<file path="src/rtl/alu_dispatch_if.sv">
// alu_dispatch_if: request/response handshake bundle between the execute
// stage (master) and the ALU dispatch block (slave).
//   req_*  : execute stage -> dispatch, valid/ready, op/rs/rt/tag payload
//   rsp_*  : dispatch -> writeback, valid/ready, data/tag/dz payload
interface alu_dispatch_if #(
  parameter int TAG_W = 4
);
  logic             req_valid;
  logic             req_ready;
  logic [1:0]       req_op;
  logic [7:0]       req_rs;
  logic [7:0]       req_rt;
  logic [TAG_W-1:0] req_tag;
  logic             rsp_valid;
  logic             rsp_ready;
  logic [7:0]       rsp_data;
  logic [TAG_W-1:0] rsp_tag;
  logic             rsp_dz;

  modport master (
    output req_valid, req_op, req_rs, req_rt, req_tag, rsp_ready,
    input  req_ready, rsp_valid, rsp_data, rsp_tag, rsp_dz
  );

  modport slave (
    input  req_valid, req_op, req_rs, req_rt, req_tag, rsp_ready,
    output req_ready, rsp_valid, rsp_data, rsp_tag, rsp_dz
  );
endinterface

</file>
<file path="src/rtl/alu_dispatch.sv">
// alu_dispatch: initiator side of the 8-bit ALU operand/result interface.
// Buffers requests in a DEPTH-entry FIFO, presents registered operands to an
// external combinational ALU for a per-op number of cycles, then captures the
// ALU result and returns it with its tag.
// Ports:
//   clk, reset      : clock, synchronous active-high reset
//   bus (slave)     : req_* valid/ready request channel, rsp_* valid/ready result channel
//   alu_rs/rt/op    : registered operands/opcode to the ALU
//   alu_out         : combinational ALU result
//   busy            : FSM not idle or FIFO non-empty
//   perf_ops        : completed-response counter (only with ALU_DISPATCH_PERF_EN)
// Optional feature macro: ALU_DISPATCH_PERF_EN.
module alu_dispatch #(
  parameter int DEPTH         = 2,
  parameter int TAG_W         = 4,
  parameter int ADDSUB_CYCLES = 1,
  parameter int MULDIV_CYCLES = 4
) (
  input  logic       clk,
  input  logic       reset,
  alu_dispatch_if.slave bus,
  output logic [7:0] alu_rs,
  output logic [7:0] alu_rt,
  output logic [1:0] alu_op,
  input  logic [7:0] alu_out,
  output logic       busy
`ifdef ALU_DISPATCH_PERF_EN
  ,
  output logic [15:0] perf_ops
`endif
);

  localparam int PTR_W   = (DEPTH > 1) ? $clog2(DEPTH) : 1;
  localparam int ENTRY_W = 18 + TAG_W;
  localparam int MAX_CYC = (ADDSUB_CYCLES > MULDIV_CYCLES) ? ADDSUB_CYCLES : MULDIV_CYCLES;
  localparam int CNT_W   = (MAX_CYC > 1) ? $clog2(MAX_CYC) : 1;
  localparam logic [CNT_W-1:0] ADDSUB_LOAD = CNT_W'(ADDSUB_CYCLES - 1);
  localparam logic [CNT_W-1:0] MULDIV_LOAD = CNT_W'(MULDIV_CYCLES - 1);

  typedef enum logic [1:0] {IDLE, EXEC, RESP} state_t;

  // Request FIFO; pointers carry one extra wrap bit to tell full from empty.
  logic [ENTRY_W-1:0] fifo_mem [DEPTH];
  logic [PTR_W:0]     wr_ptr_reg, rd_ptr_reg;
  logic               full, empty, push, pop;
  logic [1:0]         head_op;
  logic [7:0]         head_rs, head_rt;
  logic [TAG_W-1:0]   head_tag;

  assign empty = (wr_ptr_reg == rd_ptr_reg);
  assign full  = (wr_ptr_reg[PTR_W] != rd_ptr_reg[PTR_W]) &&
                 (wr_ptr_reg[PTR_W-1:0] == rd_ptr_reg[PTR_W-1:0]);
  // req_ready depends only on registered fullness, so a pop in the same
  // cycle never lets an extra request in.
  assign push  = bus.req_valid && !full;
  assign bus.req_ready = !full;
  assign {head_op, head_rs, head_rt, head_tag} = fifo_mem[rd_ptr_reg[PTR_W-1:0]];

  always_ff @(posedge clk) begin
    if (push) begin
      fifo_mem[wr_ptr_reg[PTR_W-1:0]] <= {bus.req_op, bus.req_rs, bus.req_rt, bus.req_tag};
    end
  end

  always_ff @(posedge clk) begin
    if (reset) begin
      wr_ptr_reg <= '0;
      rd_ptr_reg <= '0;
    end else begin
      if (push) wr_ptr_reg <= wr_ptr_reg + 1'b1;
      if (pop)  rd_ptr_reg <= rd_ptr_reg + 1'b1;
    end
  end

  // FSM and datapath registers
  state_t           state_reg, state_next;
  logic [CNT_W-1:0] cnt_reg, cnt_next;
  logic [7:0]       alu_rs_reg, alu_rs_next, alu_rt_reg, alu_rt_next;
  logic [1:0]       alu_op_reg, alu_op_next;
  logic [TAG_W-1:0] tag_reg, tag_next;
  logic             rsp_valid_reg, rsp_valid_next, rsp_dz_reg, rsp_dz_next;
  logic [7:0]       rsp_data_reg, rsp_data_next;
  logic [TAG_W-1:0] rsp_tag_reg, rsp_tag_next;
  logic             load, div_zero;

  assign div_zero = (alu_op_reg == 2'b11) && (alu_rt_reg == 8'h00);

  always_comb begin
    state_next     = state_reg;
    cnt_next       = cnt_reg;
    alu_rs_next    = alu_rs_reg;
    alu_rt_next    = alu_rt_reg;
    alu_op_next    = alu_op_reg;
    tag_next       = tag_reg;
    rsp_valid_next = rsp_valid_reg;
    rsp_data_next  = rsp_data_reg;
    rsp_tag_next   = rsp_tag_reg;
    rsp_dz_next    = rsp_dz_reg;
    load           = 1'b0;
    pop            = 1'b0;

    case (state_reg)
      IDLE: begin
        if (!empty) load = 1'b1;
      end
      EXEC: begin
        if (cnt_reg == '0) begin
          rsp_valid_next = 1'b1;
          rsp_data_next  = div_zero ? 8'hFF : alu_out;
          rsp_dz_next    = div_zero;
          rsp_tag_next   = tag_reg;
          state_next     = RESP;
        end else begin
          cnt_next = cnt_reg - 1'b1;
        end
      end
      RESP: begin
        if (bus.rsp_ready) begin
          rsp_valid_next = 1'b0;
          if (!empty) load = 1'b1;
          else        state_next = IDLE;
        end
      end
      default: state_next = IDLE;
    endcase

    // Operands only change here, so the ALU inputs are quiet otherwise.
    if (load) begin
      pop         = 1'b1;
      alu_rs_next = head_rs;
      alu_rt_next = head_rt;
      alu_op_next = head_op;
      tag_next    = head_tag;
      cnt_next    = head_op[1] ? MULDIV_LOAD : ADDSUB_LOAD;
      state_next  = EXEC;
    end
  end

  always_ff @(posedge clk) begin
    if (reset) begin
      state_reg     <= IDLE;
      cnt_reg       <= '0;
      alu_rs_reg    <= '0;
      alu_rt_reg    <= '0;
      alu_op_reg    <= '0;
      tag_reg       <= '0;
      rsp_valid_reg <= 1'b0;
      rsp_data_reg  <= '0;
      rsp_tag_reg   <= '0;
      rsp_dz_reg    <= 1'b0;
    end else begin
      state_reg     <= state_next;
      cnt_reg       <= cnt_next;
      alu_rs_reg    <= alu_rs_next;
      alu_rt_reg    <= alu_rt_next;
      alu_op_reg    <= alu_op_next;
      tag_reg       <= tag_next;
      rsp_valid_reg <= rsp_valid_next;
      rsp_data_reg  <= rsp_data_next;
      rsp_tag_reg   <= rsp_tag_next;
      rsp_dz_reg    <= rsp_dz_next;
    end
  end

  assign alu_rs        = alu_rs_reg;
  assign alu_rt        = alu_rt_reg;
  assign alu_op        = alu_op_reg;
  assign bus.rsp_valid = rsp_valid_reg;
  assign bus.rsp_data  = rsp_data_reg;
  assign bus.rsp_tag   = rsp_tag_reg;
  assign bus.rsp_dz    = rsp_dz_reg;
  assign busy          = (state_reg != IDLE) || !empty;

`ifdef ALU_DISPATCH_PERF_EN
  logic [15:0] perf_ops_reg;

  always_ff @(posedge clk) begin
    if (reset) begin
      perf_ops_reg <= '0;
    end else if (rsp_valid_reg && bus.rsp_ready && (perf_ops_reg != 16'hFFFF)) begin
      perf_ops_reg <= perf_ops_reg + 16'd1;
    end
  end

  assign perf_ops = perf_ops_reg;
`endif

endmodule
</file>
<file path="src/flat_wrapper.sv">
// flat-port wrapper written by rule: the top's interface ports become plain ports
module alu_dispatch_flat 
#(
  parameter int DEPTH         = 2,
  parameter int TAG_W         = 4,
  parameter int ADDSUB_CYCLES = 1,
  parameter int MULDIV_CYCLES = 4
)
  (clk, reset, alu_rs, alu_rt, alu_op, alu_out, busy, bus_req_valid, bus_req_op, bus_req_rs, bus_req_rt, bus_req_tag, bus_rsp_ready, bus_req_ready, bus_rsp_valid, bus_rsp_data, bus_rsp_tag, bus_rsp_dz);
  alu_dispatch_if #(.TAG_W(TAG_W)) bus_i ();
  input  logic clk;
  input  logic reset;
  output logic [7:0] alu_rs;
  output logic [7:0] alu_rt;
  output logic [1:0] alu_op;
  input  logic [7:0] alu_out;
  output logic busy;
  input wire logic [$bits(bus_i.req_valid)-1:0] bus_req_valid;
  input wire logic [$bits(bus_i.req_op)-1:0] bus_req_op;
  input wire logic [$bits(bus_i.req_rs)-1:0] bus_req_rs;
  input wire logic [$bits(bus_i.req_rt)-1:0] bus_req_rt;
  input wire logic [$bits(bus_i.req_tag)-1:0] bus_req_tag;
  input wire logic [$bits(bus_i.rsp_ready)-1:0] bus_rsp_ready;
  output wire logic [$bits(bus_i.req_ready)-1:0] bus_req_ready;
  output wire logic [$bits(bus_i.rsp_valid)-1:0] bus_rsp_valid;
  output wire logic [$bits(bus_i.rsp_data)-1:0] bus_rsp_data;
  output wire logic [$bits(bus_i.rsp_tag)-1:0] bus_rsp_tag;
  output wire logic [$bits(bus_i.rsp_dz)-1:0] bus_rsp_dz;
  assign bus_i.req_valid = bus_req_valid;
  assign bus_i.req_op = bus_req_op;
  assign bus_i.req_rs = bus_req_rs;
  assign bus_i.req_rt = bus_req_rt;
  assign bus_i.req_tag = bus_req_tag;
  assign bus_i.rsp_ready = bus_rsp_ready;
  assign bus_req_ready = bus_i.req_ready;
  assign bus_rsp_valid = bus_i.rsp_valid;
  assign bus_rsp_data = bus_i.rsp_data;
  assign bus_rsp_tag = bus_i.rsp_tag;
  assign bus_rsp_dz = bus_i.rsp_dz;
  alu_dispatch #(.DEPTH(DEPTH), .TAG_W(TAG_W), .ADDSUB_CYCLES(ADDSUB_CYCLES), .MULDIV_CYCLES(MULDIV_CYCLES)) u_core (.clk(clk), .reset(reset), .bus(bus_i), .alu_rs(alu_rs), .alu_rt(alu_rt), .alu_op(alu_op), .alu_out(alu_out), .busy(busy));
endmodule
</file>
<file path="config.mk">
export PLATFORM = sky130hd
export DESIGN_NAME = alu_dispatch_flat
export DESIGN_NICKNAME = d
export VERILOG_FILES = /design/src/rtl/alu_dispatch_if.sv /design/src/rtl/alu_dispatch.sv /design/src/flat_wrapper.sv
export SDC_FILE = /design/constraint.sdc
export NUM_CORES = 1
export LEC_CHECK = 0
export ABC_AREA = 1
export CAP_MARGIN = 20
export CELL_PAD_IN_SITES_DETAIL_PLACEMENT = 0
export CELL_PAD_IN_SITES_GLOBAL_PLACEMENT = 1
export CORE_ASPECT_RATIO = 1.1
export CORE_MARGIN = 2
export CORE_UTILIZATION = 41
export CTS_BUF_LIST = sky130_fd_sc_hd__clkbuf_8
export CTS_CLUSTER_SIZE = 16
export DETAILED_ROUTE_END_ITERATION = 6
export PLACE_DENSITY = 0.81
export SYNTH_ARGS = -nofsm -noshare
export SYNTH_HDL_FRONTEND = slang
export SYNTH_SLANG_ARGS = --single-unit
</file>
<file path="constraint.sdc">
create_clock -name clk -period 2.5 [get_ports clk]
set_input_delay 0.375 -clock clk [delete_from_list [all_inputs] [get_ports clk]]
set_output_delay 0.375 -clock clk [all_outputs]
set_load 0.01 [all_outputs]
</file>
# == Word-level counts from Yosys, hierarchy flattened ==
# Memories as Yosys holds them, arrays and structs flattened. A register that Yosys moved wholly into a read port is not among the register bits.
# Index checks and enable logic that the tools add are counted.
# word_totals
ff_bits,44
mem_bits_rw,44
in_bits,34
output_inout_bits,34
word_cells,71
memories,1
# mem_list
name,words,word_bits,read_ports,rd_clocked_by_memory_dff,write_ports,line_no,source
u_core.fifo_mem,2,22,1,1,1,alu_dispatch.sv:43,logic [ENTRY_W-1:0] fifo_mem [DEPTH];
# classes
add_sub_neg,3
n_eq_ne,14
mux,21
bitwise_logic,1
reduce_logical,18
# ops
op,n
$mux 2,7
$mux 1,10
$logic_not 8->1,1
$mux 8,1
$ne 2x1->1 const B,4
$reduce_and 4->1,2
$ne 3x1->1 const B,2
$pmux 2 s3,1
$reduce_bool 2->1,3
$add 2x1->2 const B,2
$eq 2x2->1 const B,2
$logic_not 2->1,2
$pmux 1 s2,2
$reduce_and 2->1,2
$logic_and 1x1->1,3
$ne 3x2->1 const B,1
$reduce_and 3->1,1
$eq 2x1->1 const B,1
$eq 2x2->1,1
$logic_not 1->1,2
$ne 2x2->1 const B,1
$reduce_or 2->1,1
$sub 2x1->2 const B,1
$eq 1x1->1,1
other kinds (3),3

# == Longest topological paths before layout ==
# depth
word_depth,7
ltp_mapped,9
mapped_depth_nobuf,8

# == Worst setup path after synthesis ==
# OpenSTA, ideal clock, no wires.
# synth_timing
path_type,reg-to-reg
from,register u_core.wr_ptr_reg[0]
to,memory u_core.fifo_mem[0][0] (netlist name) (enable)
setup_time_ns,0.401
t_arrival_ns,1.804
setup_slack_ns,0.295
stages_incl_launch_ff,7
path_buffers,0
cell_sequence,dfxtp_1 -> inv_2 -> nand2_2 -> nand2_2 -> nand3_1 -> nand2_1 -> nor2_1
# synth_between
elab_chain_cells,6
# synth_lines
item,line_no,source
start: declaration,alu_dispatch.sv:44,"logic [PTR_W:0] wr_ptr_reg, rd_ptr_reg;"
start signal: assignment,alu_dispatch.sv:70,if (push) wr_ptr_reg <= wr_ptr_reg + 1'b1;
$eq 1x1->1,alu_dispatch.sv:52,(wr_ptr_reg[PTR_W-1:0] == rd_ptr_reg[PTR_W-1:0]);
$logic_and 1x1->1,alu_dispatch.sv:51,assign full = (wr_ptr_reg[PTR_W] != rd_ptr_reg[PTR_W]) &&
$logic_not 1->1,--,
via bus_req_ready,flat_wrapper.sv:24,output wire logic [$bits(bus_i.req_ready)-1:0] bus_req_ready;
$logic_and 1x1->1,alu_dispatch.sv:55,assign push = bus.req_valid && !full;
$mux 1,alu_dispatch.sv:60,if (push) begin
$mux 1 (implied by the code),alu_dispatch.sv:61,"fifo_mem[wr_ptr_reg[PTR_W-1:0]] <= {bus.req_op, bus.req_rs, bus.req_rt, bus.req_tag};"
end: declaration,alu_dispatch.sv:43,
# The timed path passes the listed nets, and every way through them passes these cells.

==> metrics.txt <==
Pleak around 1.6 nW; CORE AREA 0.00796 mm^2; hold_ws between 400 and 500 ps; Fill cells roughly 730; skew final between 7 and 8 ps; HPWL Detailed between 4000 and 5000 um; vias about 2300; Max Clock Freq ~450 MHz; clk buf depth 2; crit path capture type primary output; R2R setup slack 630 ps; syn nets ~350; Top Ports 68; CP Class primary input to primary output; # diodes 0; Slew Limit Fails 0; status finished clean; synth warn 0; Die X roughly 91 um; clock-pin slew on the worst setup and hold paths 90 ps; Final Wtd Congestion about 0.76; crit-path max FO 2; clock sinks 89; global route overflow 0; Crit path top cell by count clkdlybuf4s50_1; GRT Util Overall 0.155; Final TNS setup 0 ps; fin crit share 0.887; Rows 34; Worst Path Required 2120 ps; P per Cell Area 1170 mW/mm^2; initial core utilization 0.426; crit-path cells clkdlybuf4s50_1 -> inv_1 -> a21oi_1 -> nand2_4 -> nand3_1 -> clkdlybuf4s50_1; Final Util 0.549; H-tree depth 3; register area ~0.0022 mm^2; Distinct cells, synth 28; Residual DRC 0; Cells after Synth between 300 and 400; number of flip-flops under the largest register name 44; Final setup violation count 0; Max IR drop VDD ~0.00042 V; Worst EP arrival between 1500 and 2000 ps; Rel. slew slack 0.655; unrepaired setup endpoints after global routing false; post-DR vias/cell between 4 and 5; startpoint types primary input; peak per-stage delay on the critical path about 530 ps; initial drt markers 92; Hold Path Class flop to flop; total power between 0.005 and 0.006 W; Layout area overhead 28.9%; hold_buf cts 0; Final min period 2220 ps; Synth Cell Area around 0.0034 mm^2; most area-consuming cells after synthesis edfxtp_1, dfxtp_1, nand2_1; Max-Cap Viols 0; nets ~420; initial antenna violation count 0; Port Buf Inserts between 60 and 70; worst-path cell with the longest stage delay clkdlybuf4s50_1; DRT Wirelength 6550 um; CTS tree yes; # resized after CTS 0; area leader, netlist edfxtp_1; die area around 0.009 mm^2; height of the die between 90 and 100 um; CTS Root Cell clkbuf_8; Setup WS pre-CTS 278 ps; post-CTS setup buffers 0; multi-input logic area 956 um^2; first-pass GRT wire length 10900 um; drt first pass iters 4; setup ws final 282 ps; clock insertion delay at the later pin of the skew report around 350 ps; Avg Cell Area, Syn 10.9 um^2; number of global-route vias before repair 2182; Seq/Total Area, Yosys 0.655; pin count of the biggest net entering global routing 34; Least-Margin Pin Slew 518 ps; Routed Antenna Nets 0; WL per Instance between 10 and 15 um; Yosys reg bits between 80 and 90; share of post-route cells with drive strength above 1 0.134; clock buffer count from CTS 9; Hold Vio Cnt, Final 0; share of the synthesized area in the top cell type 0.390
[synthesized netlist by cell type]
cell type and count:
a21oi_1 32, a21oi_2 6, a31oi_1 1, buf_1 1
buf_12 1, buf_2 2, buf_4 1, buf_6 3
clkbuf_1 4, dfxtp_1 45, edfxtp_1 44, ha_1 1
inv_1 30, inv_2 1, inv_8 1, mux2_2 15
nand2_1 64, nand2_2 4, nand2_4 2, nand3_1 5
nor2_1 17, nor2_2 1, nor3_1 2, o21a_1 1
o21ai_0 24, o22ai_1 1, or2_0 1, xor2_1 2
[through the flow]
stage | std cells | cell area (um^2)
after floorplan | 312 | 3390
after global placement | 480 | 4170
after detailed placement | 480 | 4170
after CTS | 496 | 4370
after global routing | 496 | 4370
final | 496 | 4370
[report_power, final]
group	internal, W	leakage, nW	switching (W)
clock network	0.000460	0.0929	0.000496
registers	0.00194	0.781	0.000203
logic	0.000913	0.752	0.00111
total	0.00331	1.63	0.00180
[cell type report]
class | count | share of cell area
Tap cell | 108 | 0.0309
Timing Repair Buffer | 72 | 0.168
Sequential cell | 89 | 0.509
Multi-Input combinational cell | 179 | 0.219
Inverter | 32 | 0.0292
Clock inverter | 7 | 0.0163
Clock buffer | 9 | 0.0284
[critical path, delay by kind of cell]
kind	cells	cell delay (ps)
AND/OR/NAND/NOR	2	150
buffers and inverters	3	1060
AO/OA/AOI/OAI	1	270
[worst paths after layout]
kind	end	startpoint	cells after the start
max	busy	bus_rsp_ready	6
min	u_core.bus.rsp_valid	u_core.bus.rsp_valid	2
max reg2reg	u_core.fifo_mem[0][13]	u_core.wr_ptr_reg[0]	7
min reg2reg	u_core.bus.rsp_valid	u_core.bus.rsp_valid	2
[metal layers]
layer	GRT usage	wire (um)	part of all wire
met1	0.187	2860	0.44
met2	0.265	3270	0.50
met3	0.0394	325	0.050
met4	0.0639	91	0.014
met5	0	0	0
[cells by family (layout without fill, tap and decap cells)]
family / after synthesis / after routing / share of synthesized area
compound gates: 65 / 65 / 0.104
xor+xnor: 2 / 2 / 0.00517
fa+ha+maj: 1 / 1 / 0.00369
buf+inv: 44 / 120 / 0.0642
flops: 89 / 89 / 0.655
mux: 15 / 15 / 0.0498
simple gates: 96 / 96 / 0.118
[layout by cell type (no fill, tap or decap), drive strengths merged]
master	n
inv	32
o21ai	24
nor2	18
xor2	2
o22ai	1
edfxtp	44
buf	5
o21a	1
clkdlybuf4s50	67
clkinv	4
nand2	70
clkinvlp	2
dfxtp	45
or2	1
bufinv	1
ha	1
clkbuf	9
mux2	15
a21oi	38
nor3	2
nand3	5
a31oi	1
No activity file was read; power rests on OpenSTA's default activity.
